**config.mk**
```make
export PLATFORM = sky130hd
export DESIGN_NAME = ar_cycle_flat
export DESIGN_NICKNAME = d
export VERILOG_FILES = /design/src/rtl/ar_cycle_pkg.sv /design/src/rtl/ar_cycle_if.sv /design/src/rtl/ar_ws_counter.sv /design/src/rtl/ar_cycle.sv /design/src/flat_wrapper.sv
export SDC_FILE = /design/constraint.sdc
export NUM_CORES = 1
export LEC_CHECK = 0
export CAP_MARGIN = 15
export CORE_UTILIZATION = 40
export CTS_BUF_LIST = sky130_fd_sc_hd__clkbuf_4
export DETAILED_ROUTE_END_ITERATION = 8
export PLACE_DENSITY_LB_ADDON = 0.05
export RECOVER_POWER = 50
export SLEW_MARGIN = 15
export SYNTH_ARGS = -nofsm -noshare
export SYNTH_HDL_FRONTEND = slang
export SYNTH_SLANG_ARGS = --single-unit
```
**constraint.sdc**
```tcl
create_clock -name clk -period 1.7 [get_ports clk]
set_input_delay 0.255 -clock clk [delete_from_list [all_inputs] [get_ports clk]]
set_output_delay 0.255 -clock clk [all_outputs]
set_load 0.02 [all_outputs]
```
**src/rtl/ar_cycle_pkg.sv**
```systemverilog
// Shared types and constants for the AR / memory-cycle block.
package ar_cycle_pkg;

    localparam int unsigned AW         = 24;
    localparam int unsigned WSW        = 4;
    localparam int unsigned BANK_W     = 8;
    localparam int unsigned OFS_W      = 16;
    localparam int unsigned ROM_WS_DEF = 2;
    localparam int unsigned RAM_WS_DEF = 0;

    typedef enum logic [1:0] {
        IDLE   = 2'd0,
        SETUP  = 2'd1,
        STROBE = 2'd2,
        HOLD   = 2'd3
    } state_t;

    // Registered memory-side control outputs, all active-low except done
    typedef struct packed {
        logic nromcs;
        logic nramcs;
        logic nmemr;
        logic nmemw;
        logic nwaitm;
        logic done;
    } ctl_t;

    localparam ctl_t CTL_IDLE = '{nromcs: 1'b1, nramcs: 1'b1, nmemr: 1'b1,
                                  nmemw: 1'b1, nwaitm: 1'b1, done: 1'b0};

endpackage

```
**src/rtl/ar_cycle_if.sv**
```systemverilog
// Bus bundle between the control unit/MBU side and the AR cycle engine.
interface ar_cycle_if;
    import ar_cycle_pkg::*;

    logic              nwrite_ar_mbx;
    logic [BANK_W-1:0] aext;
    logic [OFS_W-1:0]  ibus;
    logic              incar;
    logic              nmem;
    logic              rnw;
    logic [AW-1:0]     ab;
    logic              nromcs;
    logic              nramcs;
    logic              nmemr;
    logic              nmemw;
    logic              nwaitm;
    logic              done;

    modport master (
        output nwrite_ar_mbx, aext, ibus, incar, nmem, rnw,
        input  ab, nromcs, nramcs, nmemr, nmemw, nwaitm, done
    );

    modport slave (
        input  nwrite_ar_mbx, aext, ibus, incar, nmem, rnw,
        output ab, nromcs, nramcs, nmemr, nmemw, nwaitm, done
    );

endinterface

```
**src/rtl/ar_ws_counter.sv**
```systemverilog
// Loadable wait-state down-counter; zero is registered alongside the count.
module ar_ws_counter
    import ar_cycle_pkg::*;
(
    input  logic           clk,
    input  logic           reset,
    input  logic           load,
    input  logic [WSW-1:0] load_val,
    input  logic           dec,
    output logic           zero
);

    logic [WSW-1:0] cnt;

    always_ff @(posedge clk) begin
        if (reset) begin
            cnt  <= '0;
            zero <= 1'b1;
        end else if (load) begin
            cnt  <= load_val;
            zero <= (load_val == '0);
        end else if (dec && !zero) begin
            cnt  <= cnt - WSW'(1);
            zero <= (cnt == WSW'(1));
        end
    end

endmodule

```
**src/rtl/ar_cycle.sv**
```systemverilog
// Address register plus memory-cycle FSM with registered strobes.
// Wait states are inserted only when AR_CYCLE_WAITSTATE_EN is defined.
module ar_cycle
    import ar_cycle_pkg::*;
#(
    parameter int unsigned ROM_WS = ROM_WS_DEF,
    parameter int unsigned RAM_WS = RAM_WS_DEF
) (
    input  logic       clk,
    input  logic       reset,
    ar_cycle_if.slave  bus
);

    state_t        state, state_nx;
    ctl_t          ctl_q, ctl_nx;
    logic [AW-1:0] ab_q;
    logic          armed;
    logic          accept;
    logic          rom_q, rnw_q;
    logic          rom_nx, rd_nx;
    logic          ws_zero;

`ifdef AR_CYCLE_WAITSTATE_EN
    logic           ws_load;
    logic [WSW-1:0] ws_val;

    assign ws_load = (state == SETUP);
    assign ws_val  = rom_q ? WSW'(ROM_WS) : WSW'(RAM_WS);

    ar_ws_counter u_ws_counter (
        .clk      (clk),
        .reset    (reset),
        .load     (ws_load),
        .load_val (ws_val),
        .dec      (state == STROBE),
        .zero     (ws_zero)
    );
`else
    assign ws_zero = 1'b1;
`endif

    // State and registered control outputs
    always_ff @(posedge clk) begin
        if (reset) begin
            state <= IDLE;
            ctl_q <= CTL_IDLE;
        end else begin
            state <= state_nx;
            ctl_q <= ctl_nx;
        end
    end

    // Next state; outputs are decoded from the state being entered
    always_comb begin
        state_nx = state;
        ctl_nx   = CTL_IDLE;
        accept   = 1'b0;
        rom_nx   = rom_q;
        rd_nx    = rnw_q;

        case (state)
            IDLE: begin
                if (!bus.nmem && armed) begin
                    accept   = 1'b1;
                    state_nx = SETUP;
                end
            end
            SETUP:   state_nx = STROBE;
            STROBE:  if (ws_zero) state_nx = HOLD;
            HOLD:    state_nx = IDLE;
            default: state_nx = IDLE;
        endcase

        if (accept) begin
            rom_nx = ab_q[AW-1];
            rd_nx  = bus.rnw;
        end

        case (state_nx)
            SETUP: begin
                ctl_nx.nromcs = !rom_nx;
                ctl_nx.nramcs = rom_nx;
                ctl_nx.nwaitm = 1'b0;
            end
            STROBE: begin
                ctl_nx.nromcs = !rom_nx;
                ctl_nx.nramcs = rom_nx;
                ctl_nx.nmemr  = !rd_nx;
                ctl_nx.nmemw  = rd_nx;
                ctl_nx.nwaitm = 1'b0;
            end
            HOLD: begin
                ctl_nx.nromcs = !rom_nx;
                ctl_nx.nramcs = rom_nx;
                ctl_nx.done   = 1'b1;
            end
            default: ;
        endcase
    end

    // Address register, cycle attributes and the nmem re-arm latch
    always_ff @(posedge clk) begin
        if (reset) begin
            ab_q  <= '0;
            armed <= 1'b0;
            rom_q <= 1'b0;
            rnw_q <= 1'b0;
        end else begin
            if (accept) begin
                rom_q <= ab_q[AW-1];
                rnw_q <= bus.rnw;
                armed <= 1'b0;
            end else if (bus.nmem && (state == IDLE || state == HOLD)) begin
                armed <= 1'b1;
            end

            if (state == IDLE) begin
                if (!bus.nwrite_ar_mbx)
                    ab_q <= {bus.aext, bus.ibus};
                else if (bus.incar)
                    ab_q[OFS_W-1:0] <= ab_q[OFS_W-1:0] + OFS_W'(1);
            end
        end
    end

    assign bus.ab     = ab_q;
    assign bus.nromcs = ctl_q.nromcs;
    assign bus.nramcs = ctl_q.nramcs;
    assign bus.nmemr  = ctl_q.nmemr;
    assign bus.nmemw  = ctl_q.nmemw;
    assign bus.nwaitm = ctl_q.nwaitm;
    assign bus.done   = ctl_q.done;

endmodule

```
**src/flat_wrapper.sv**
```systemverilog
// flat-port wrapper written by rule: the top's interface ports become plain ports
module ar_cycle_flat import ar_cycle_pkg::*;
#(
    parameter int unsigned ROM_WS = ROM_WS_DEF,
    parameter int unsigned RAM_WS = RAM_WS_DEF
)
  (clk, reset, bus_nwrite_ar_mbx, bus_aext, bus_ibus, bus_incar, bus_nmem, bus_rnw, bus_ab, bus_nromcs, bus_nramcs, bus_nmemr, bus_nmemw, bus_nwaitm, bus_done);
  ar_cycle_if bus_i ();
  input  logic clk;
  input  logic reset;
  input wire logic [$bits(bus_i.nwrite_ar_mbx)-1:0] bus_nwrite_ar_mbx;
  input wire logic [$bits(bus_i.aext)-1:0] bus_aext;
  input wire logic [$bits(bus_i.ibus)-1:0] bus_ibus;
  input wire logic [$bits(bus_i.incar)-1:0] bus_incar;
  input wire logic [$bits(bus_i.nmem)-1:0] bus_nmem;
  input wire logic [$bits(bus_i.rnw)-1:0] bus_rnw;
  output wire logic [$bits(bus_i.ab)-1:0] bus_ab;
  output wire logic [$bits(bus_i.nromcs)-1:0] bus_nromcs;
  output wire logic [$bits(bus_i.nramcs)-1:0] bus_nramcs;
  output wire logic [$bits(bus_i.nmemr)-1:0] bus_nmemr;
  output wire logic [$bits(bus_i.nmemw)-1:0] bus_nmemw;
  output wire logic [$bits(bus_i.nwaitm)-1:0] bus_nwaitm;
  output wire logic [$bits(bus_i.done)-1:0] bus_done;
  assign bus_i.nwrite_ar_mbx = bus_nwrite_ar_mbx;
  assign bus_i.aext = bus_aext;
  assign bus_i.ibus = bus_ibus;
  assign bus_i.incar = bus_incar;
  assign bus_i.nmem = bus_nmem;
  assign bus_i.rnw = bus_rnw;
  assign bus_ab = bus_i.ab;
  assign bus_nromcs = bus_i.nromcs;
  assign bus_nramcs = bus_i.nramcs;
  assign bus_nmemr = bus_i.nmemr;
  assign bus_nmemw = bus_i.nmemw;
  assign bus_nwaitm = bus_i.nwaitm;
  assign bus_done = bus_i.done;
  ar_cycle #(.ROM_WS(ROM_WS), .RAM_WS(RAM_WS)) u_core (.clk(clk), .reset(reset), .bus(bus_i));
endmodule
```
Word-level counts from Yosys, hierarchy flattened
Index checks and enable logic that the tools add are counted.
Storage, ports and cells
  flip-flop bits (word level): 35
  bits in latches: 0
  RAM bits: 0
  memory bits (read-only): 0
  bits of input ports: 30
  output and inout port bits: 30
  logic and storage cells: 47
  memories kept: 0
Operators by class
  $add $sub $neg: 1
  multipliers: 0
  div/mod/pow operators: 0
  order comparisons: 0
  equal/unequal tests: 7
  shift-type cells: 0
  muxes and demuxes: 10
  bitwise operators: 3
  reductions and logical operators: 14
Operator list (number)
  $mux W16: 2
  $add A16 B1 Y16 const B: 1
  $eq A2 B2 Y1 const B: 4
  $pmux W2 S4: 1
  $reduce_or A2 Y1: 4
  $mux W1: 6
  $eq A2 B1 Y1 const B: 2
  $reduce_and A2 Y1: 2
  $logic_not A1 Y1: 3
  $not A1 Y1: 3
  $reduce_or A3 Y1: 1
  $logic_and A1 B1 Y1: 2
  $logic_not A2 Y1: 1
  $mux W2: 1
  $ne A2 B1 Y1 const B: 1
  $logic_or A1 B1 Y1: 1

Longest topological paths before layout
Gate-level depths: netlist of run 1.
  word-level depth: 8
  gate-level depth with buffers: 8
  mapped depth without buffers: 7

Worst setup path before layout of run 1
OpenSTA, ideal clock, no wires.
  path type: reg2reg
  start: reg u_core.ab_q[0], in the netlist u_core.bus.ab[0]
  end: reg u_core.ab_q[15], in the netlist u_core.bus.ab[15]
  library setup time: 0.074 ns
  arrival time: 1.688 ns
  slack: -0.062 ns
  stages on the path, launching flop included: 5
  path buffers: 0
  period minus slack after synthesis: 1.762 ns
  cells stage by stage: dfxtp_1 > nand3_1 > or3_1 > or4_1 > a31oi_1
Between the ends
  longest elaborated chain between the ends: 3
RTL lines
  start: declaration: line ar_cycle.sv:16  | logic [AW-1:0] ab_q;
  start signal: assignment: line ar_cycle.sv:119  | ab_q <= {bus.aext, bus.ibus};
  start signal: indexed assignment: line ar_cycle.sv:121  | ab_q[OFS_W-1:0] <= ab_q[OFS_W-1:0] + OFS_W'(1);
  $add A16 B1 Y16: line ar_cycle.sv:121
  $mux W16: line ar_cycle.sv:120  | else if (bus.incar)
  $mux W16: line ar_cycle.sv:118  | if (!bus.nwrite_ar_mbx)
Every way passes these cells. The select of a mux whose other input is x is not followed.
A chain may end at the register's enable or synchronous reset.

Worst setup path in the final report of run 1
  start: reg u_core.ab_q[15], in the netlist u_core.bus.ab[15]
  end: out bus_ab[15]
RTL lines
  end: declaration: line flat_wrapper.sv:17  | output wire logic [$bits(bus_i.ab)-1:0] bus_ab;
No word-level cell between the ends.

==> results of run 1 <==
==> cell type report <==
cell class / instances / area, um^2
clock inverters: 3 / 20.0
flip-flops and latches: 35 / 711
clock buffers: 5 / 37.5
multi-input cells: 159 / 955
fillers: 390 / 1410
repair buffers: 96 / 825
well taps: 50 / 62.6
inverters: 11 / 41.3
==> stage by stage <==
stage	worst slack (ns)	hold slack (ns)	instance area (um^2)
floorplan	0.0607	0.361	1730
global placement	-0.0319	0.442	2630
detailed placement	-0.0604	0.447	2630
CTS	0.00350	0.431	2680
global route	0.00304	0.447	2650
finish	0.0622	0.438	2650
==> worst paths after layout <==
check | start | to | slack [ns] | cells past startpoint
setup / recovery | u_core.bus.ab[15]$_SDFFE_PP0P_ | bus_ab[15] | 0.06 | 1
hold / removal | bus_aext[7] | u_core.bus.ab[23]$_SDFFE_PP0P_ | 0.44 | 3
setup reg to reg | u_core.bus.ab[5]$_SDFFE_PP0P_ | u_core.bus.ab[15]$_SDFFE_PP0P_ | 0.09 | 4
hold reg to reg | u_core.bus.ab[22]$_SDFFE_PP0P_ | u_core.bus.ab[22]$_SDFFE_PP0P_ | 0.46 | 2
==> metal layers <==
| layer | vias up | track usage (%) |
|---|---|---|
| met4 | 0 | 5.85 |
| met5 | - | 0 |
| met3 | 9 | 6.08 |
| met1 | 893 | 27.8 |
| li1 | 962 | - |
| met2 | 56 | 39.0 |
==> cell families after synthesis <==
group	synth area share, %
AOI/OAI and AO/OA	19.6
adders and majority gates	4.36
buffers and inverters	5.24
DFF	40.7
muxes	2.98
and+or+nand+nor	27.1
==> state kept, by name (all words and copies together) (netlist names) <==
register and cells:
u_core.bus.ab 24, u_core.state 2, u_core.armed 1, u_core.bus.done 1, u_core.bus.nmemr 1, u_core.bus.nmemw 1
u_core.bus.nramcs 1, u_core.bus.nromcs 1, u_core.bus.nwaitm 1, u_core.rnw_q 1, u_core.rom_q 1
==> layout by cell type, fill, tap and decap left out, types with 8 or more instances in the layout <==
master           count
buf_4               34
clkdlybuf4s50_1     41
nand2_1             34
nand3_1             11
o21ai_0              8
inv_1                9
dfxtp_1             27
clkbuf_1             9
dfxtp_2              8
a21oi_1             21
==> power by group <==
| part | internal [uW] | switching [uW] | total [uW] | leakage (uW) |
|---|---|---|---|---|
| Clock | 158 | 320 | 478 | 0.0000272 |
| Sequential | 1000 | 112 | 1120 | 0.000291 |
| Combinational | 714 | 855 | 1570 | 0.000723 |
| Total | 1880 | 1290 | 3160 | 0.00104 |
==> timing repair <==
action | 4_1_cts | 5_1_grt
setup endpoints to repair | 4 | 9
hold buffers | 0 | 0
pin swaps | 0 | 2
resized for setup | 4 | 11
==> out/metrics.cfg, run 1 <==
[status]
status=finished clean

[timing]
grt_setup_unrepaired=false
slew_headroom_pct=80.9
fin_crit_sh_pct=96.3
fmax_ghz=0.611
post-route-min-period_ns=1.64
worst_slew_pin_slew_ns=0.286
slew_violations=0
setup_violations=0
fin_skew_ns=0.0196
finalSetupTns_ns=0
hold_viol_final=0

[clocking]
clock_latency_ns=0.35
cts_buffers=5
clockBufferDepth=2
post-cts-setup-buffers=0
clk_pin_slew_ns=0.13
root_buffer=clkbuf_4
clock_sinks=35
tritoncts=built
ctsHtreeMaxLevel=2

[route]
drt-met1-wl_um=2240
dr.max_layer_used=met4
avgViaCountPerCell=5.35
ant_nets=0
wl_per_cell_um=13.6
drcViolationCount=0
wl_met2_um=2330
num_vias=1920
drt_iter0_drc=159
dr.pass1.iters=4
wl_met3_um=271
wirelength_um=4880

[synthesis]
synth-seq-area-share_pct=40.7
async_flop_share_pct=0
synth_edf_count=0
ys_ff_latch=35
syn_area_per_cell_um2=7.89
ys.flop_type=dfxtp_1
syn_nets=254
synth_most_common_cell=dfxtp_1
synth.area.top_cells=dfxtp_1 (41%), nand2_1 (7.4%), a21oi_1 (6.1%)
netlist_area_um2=1720
synth_top_cell_by_area=dfxtp_1
yosysWarnings=0
yosysTopAreaCellShare_pct=40.7
ys_top_cells_by_count=dfxtp_1 (35), nand2_1 (34), a21oi_1 (21)
synthCells=218
ys_types=39

[floorplan]
fp.dieW_um=67.6
core_um2=4060
die_h_um=67.6
initial_utilization_pct=42.4
die-area_um2=4570
num_rows=23
ios=60

[worst_setup_path]
critical-path-top-delay-family=buffers and inverters
critPathMaxFanout=4
crit_chain=clkdlybuf4s50_1
critical-path-max-stage-delay_ns=0.62
crit_slowest_cell=clkdlybuf4s50_1
cp.arrival_ns=1.38
cp-start-kind=flip-flop
required_ns=1.44
end_kind=primary output
crit_type=reg2out
path_buf_inv=1

[cells_and_area]
antenna_cells=0
drive_gt1_share_pct=18.1
postLayoutCoreUtil_pct=65.3
area_growth_pct=54.1
final_cells=359
finalNetCount=344

[global_routing]
grt_max_degree=31
grt_usage_pct=22.8
antenna_found_initial=0
gr-total-overflow=0
grt_pass1_wl_um=7840
grt_pass1_vias=1772

[placed_design]
port_buffers=59
placed_cells=351
hpwl_um=3530
gp_congestion=0.798

[flow_run]
max-cap-violations=0

[hold_path]
hp-class=in2reg

[power_and_ir_drop]
leakagePower_uw=0.00104
finalPower_uw=3160
vdd_drop_max_mv=0.823
powerDensity_nw_per_um2=1190

No activity file was read; power rests on OpenSTA's default activity.
==> run 2: changes to the inputs <==
--- a/config.mk
+++ b/config.mk
@@ -5,13 +5,14 @@
 export SDC_FILE = /design/constraint.sdc
 export NUM_CORES = 1
 export LEC_CHECK = 0
+export ABC_AREA = 1
 export CAP_MARGIN = 15
 export CORE_UTILIZATION = 40
 export CTS_BUF_LIST = sky130_fd_sc_hd__clkbuf_4
 export DETAILED_ROUTE_END_ITERATION = 8
+export GPL_ROUTABILITY_DRIVEN = 0
 export PLACE_DENSITY_LB_ADDON = 0.05
 export RECOVER_POWER = 50
-export SLEW_MARGIN = 15
 export SYNTH_ARGS = -nofsm -noshare
 export SYNTH_HDL_FRONTEND = slang
 export SYNTH_SLANG_ARGS = --single-unit
==> out/metrics.cfg, run 2 <==
[synthesis]
ys_types=27
synth_edf_count=0
ys.flop_type=dfxtp_1
ys_ff_latch=35
synth_top_cell_by_area=dfxtp_1
syn_nets=300
netlist_area_um2=1810
yosysTopAreaCellShare_pct=38.7
async_flop_share_pct=0
yosysWarnings=0
synth-seq-area-share_pct=38.7
synthCells=264
syn_area_per_cell_um2=6.86
synth.area.top_cells=dfxtp_1 (39%), nand2_1 (12%), nor2_1 (12%)
ys_top_cells_by_count=nand2_1 (57), nor2_1 (57), dfxtp_1 (35)

[worst_setup_path]
end_kind=primary output
r2r_start=u_core.state[0]$_SDFF_PP0_
required_ns=1.44
crit_chain=clkdlybuf4s50_1
crit_slowest_cell=clkdlybuf4s50_1
cp-start-kind=flip-flop
critical-path-max-stage-delay_ns=0.63
r2r-end=u_core.bus.ab[2]$_SDFFE_PP0P_
path_buf_inv=1
rrSetupSlack_ns=0.15
reg2reg_depth=8
critical-path-top-delay-family=buffers and inverters
critPathMaxFanout=5
cp.arrival_ns=1.40
crit_type=reg2out

[timing]
fin_skew_ns=0.00593
post-route-min-period_ns=1.66
slew_headroom_pct=71.3
worst_slew_pin_slew_ns=0.430
finalSetupTns_ns=0
hold_viol_final=0
fin_crit_sh_pct=97.4
setup_violations=0
slew_violations=0
grt_setup_unrepaired=false
fmax_ghz=0.604
finalWorstSetupSlack_ns=0.0446

[hold_path]
min_path_cells=3
min_from=bus_aext[5]
hp-class=in2reg
min_to=u_core.bus.ab[21]$_SDFFE_PP0P_

[route]
wl_per_cell_um=11.6
avgViaCountPerCell=4.89
num_vias=1871
drcViolationCount=0
drt_iter0_drc=67
ant_nets=0
dr.pass1.iters=4
wirelength_um=4460

[cells_and_area]
layout_common_cells=nand2_1 (57), nor2_1 (57), clkdlybuf4s50_1 (46), dfxtp_1 (34), inv_1 (23)
largest_register_ffs=24
finalNetCount=366
drive_gt1_share_pct=7.25
antenna_cells=0
area_growth_pct=36.0

[power_and_ir_drop]
vdd_drop_max_mv=0.758
powerDensity_nw_per_um2=1220
leakagePower_uw=0.00103
finalPower_uw=3000

[clocking]
ctsHtreeMaxLevel=2
root_buffer=clkbuf_4
clk_pin_slew_ns=0.11
cts_buffers=5
clock_sinks=35
tritoncts=built
clockBufferDepth=2
clock_latency_ns=0.34

[global_routing]
antenna_found_initial=0
use_met3_pct=5.52
grt_usage_pct=19.4
grt_max_degree=19
grt_util_met1_pct=25.1
grt_busiest_layer=met2
grt_pass1_vias=1698
grt_util_met2_pct=30.4
gr-total-overflow=0
grt_pass1_wl_um=7610

[floorplan]
fp.dieW_um=69.3
die-area_um2=4800
num_rows=24
ios=60
initial_utilization_pct=41.6
core_um2=4350
die_h_um=69.3

[placed_design]
port_buffers=59
hpwl_um=3230
dp_slack_ns=0.0283

[flow_run]
max-cap-violations=0

[status]
status=finished clean

[run 2: cell types whose count changed after synthesis, sizes merged, moves of 8 or more]
cell / delta
buf: +8
clkbuf: -12
inv: +15
nand2: +23
nor2: +53
[run 2: layer usage]
layer | vias up | share of wire, %
li1 | 985 | -
met1 | 827 | 48
met2 | 52 | 44
met3 | 7 | 6.4
met4 | 0 | 1.3
met5 | - | 0
[run 2: where the power goes]
group	leakage, uW	total, uW	switching [uW]	internal [uW]
clock	0.0000288	459	301	159
sequential	0.000289	1170	150	1020
combinational	0.000715	1370	827	546
[run 2: layout make-up]
cell class / instances / area [um^2]
fill: 461 / 1890
sequential: 35 / 702
clock buffer: 5 / 37.5
inverter: 25 / 98.8
multi-input combinational: 195 / 952
clock inverter: 3 / 20.0
tap: 52 / 65.1
timing repair buffer: 68 / 587
[run 2: per-stage QoR]
stage	area [um^2]	hold WS [ns]	utilization, %	instances
after global placement	2470	0.476	56.8	375
after detailed placement	2470	0.473	56.8	375
after CTS	2530	0.468	58.1	383
after global routing	2460	0.493	56.6	383
after floorplan	1810	0.390	-	264
final	2460	0.483	56.6	383
[run 2: cell families after synthesis]
| family | synth area share (%) |
|---|---|
| adder cells (fa/ha/maj) | 4.15 |
| buffers and inverters | 8.71 |
| multiplexers | 1.11 |
| AO/OA/AOI/OAI | 13.1 |
| flip-flops | 38.7 |
| AND/OR/NAND/NOR | 34.3 |
[run 2: tightest hold or removal path, stage by stage]
cell,delay (ns)
clkdlybuf4s50_1,0.39
nor2_1,0.10
nor2_1,0.05
[run 2: worst max path at each step]
stage                                         startpoint                             end  cells past startpoint
after floorplan            u_core.bus.ab[0]$_SDFFE_PP0P_  u_core.bus.ab[12]$_SDFFE_PP0P_                      8
after global placement                 bus_nwrite_ar_mbx   u_core.bus.ab[0]$_SDFFE_PP0P_                      8
after detailed placement               bus_nwrite_ar_mbx   u_core.bus.ab[0]$_SDFFE_PP0P_                      8
after CTS                 u_core.bus.ab[11]$_SDFFE_PP0P_                      bus_ab[11]                      1
after global routing       u_core.bus.ab[7]$_SDFFE_PP0P_                       bus_ab[7]                      1
final                      u_core.bus.ab[7]$_SDFFE_PP0P_                       bus_ab[7]                      1
[run 2: timing repair]
action,in CTS,in global routing
gates resized for setup,2,11
hold buffers,0,0
endpoints found under the setup margin,2,11
setup buffers,0,0
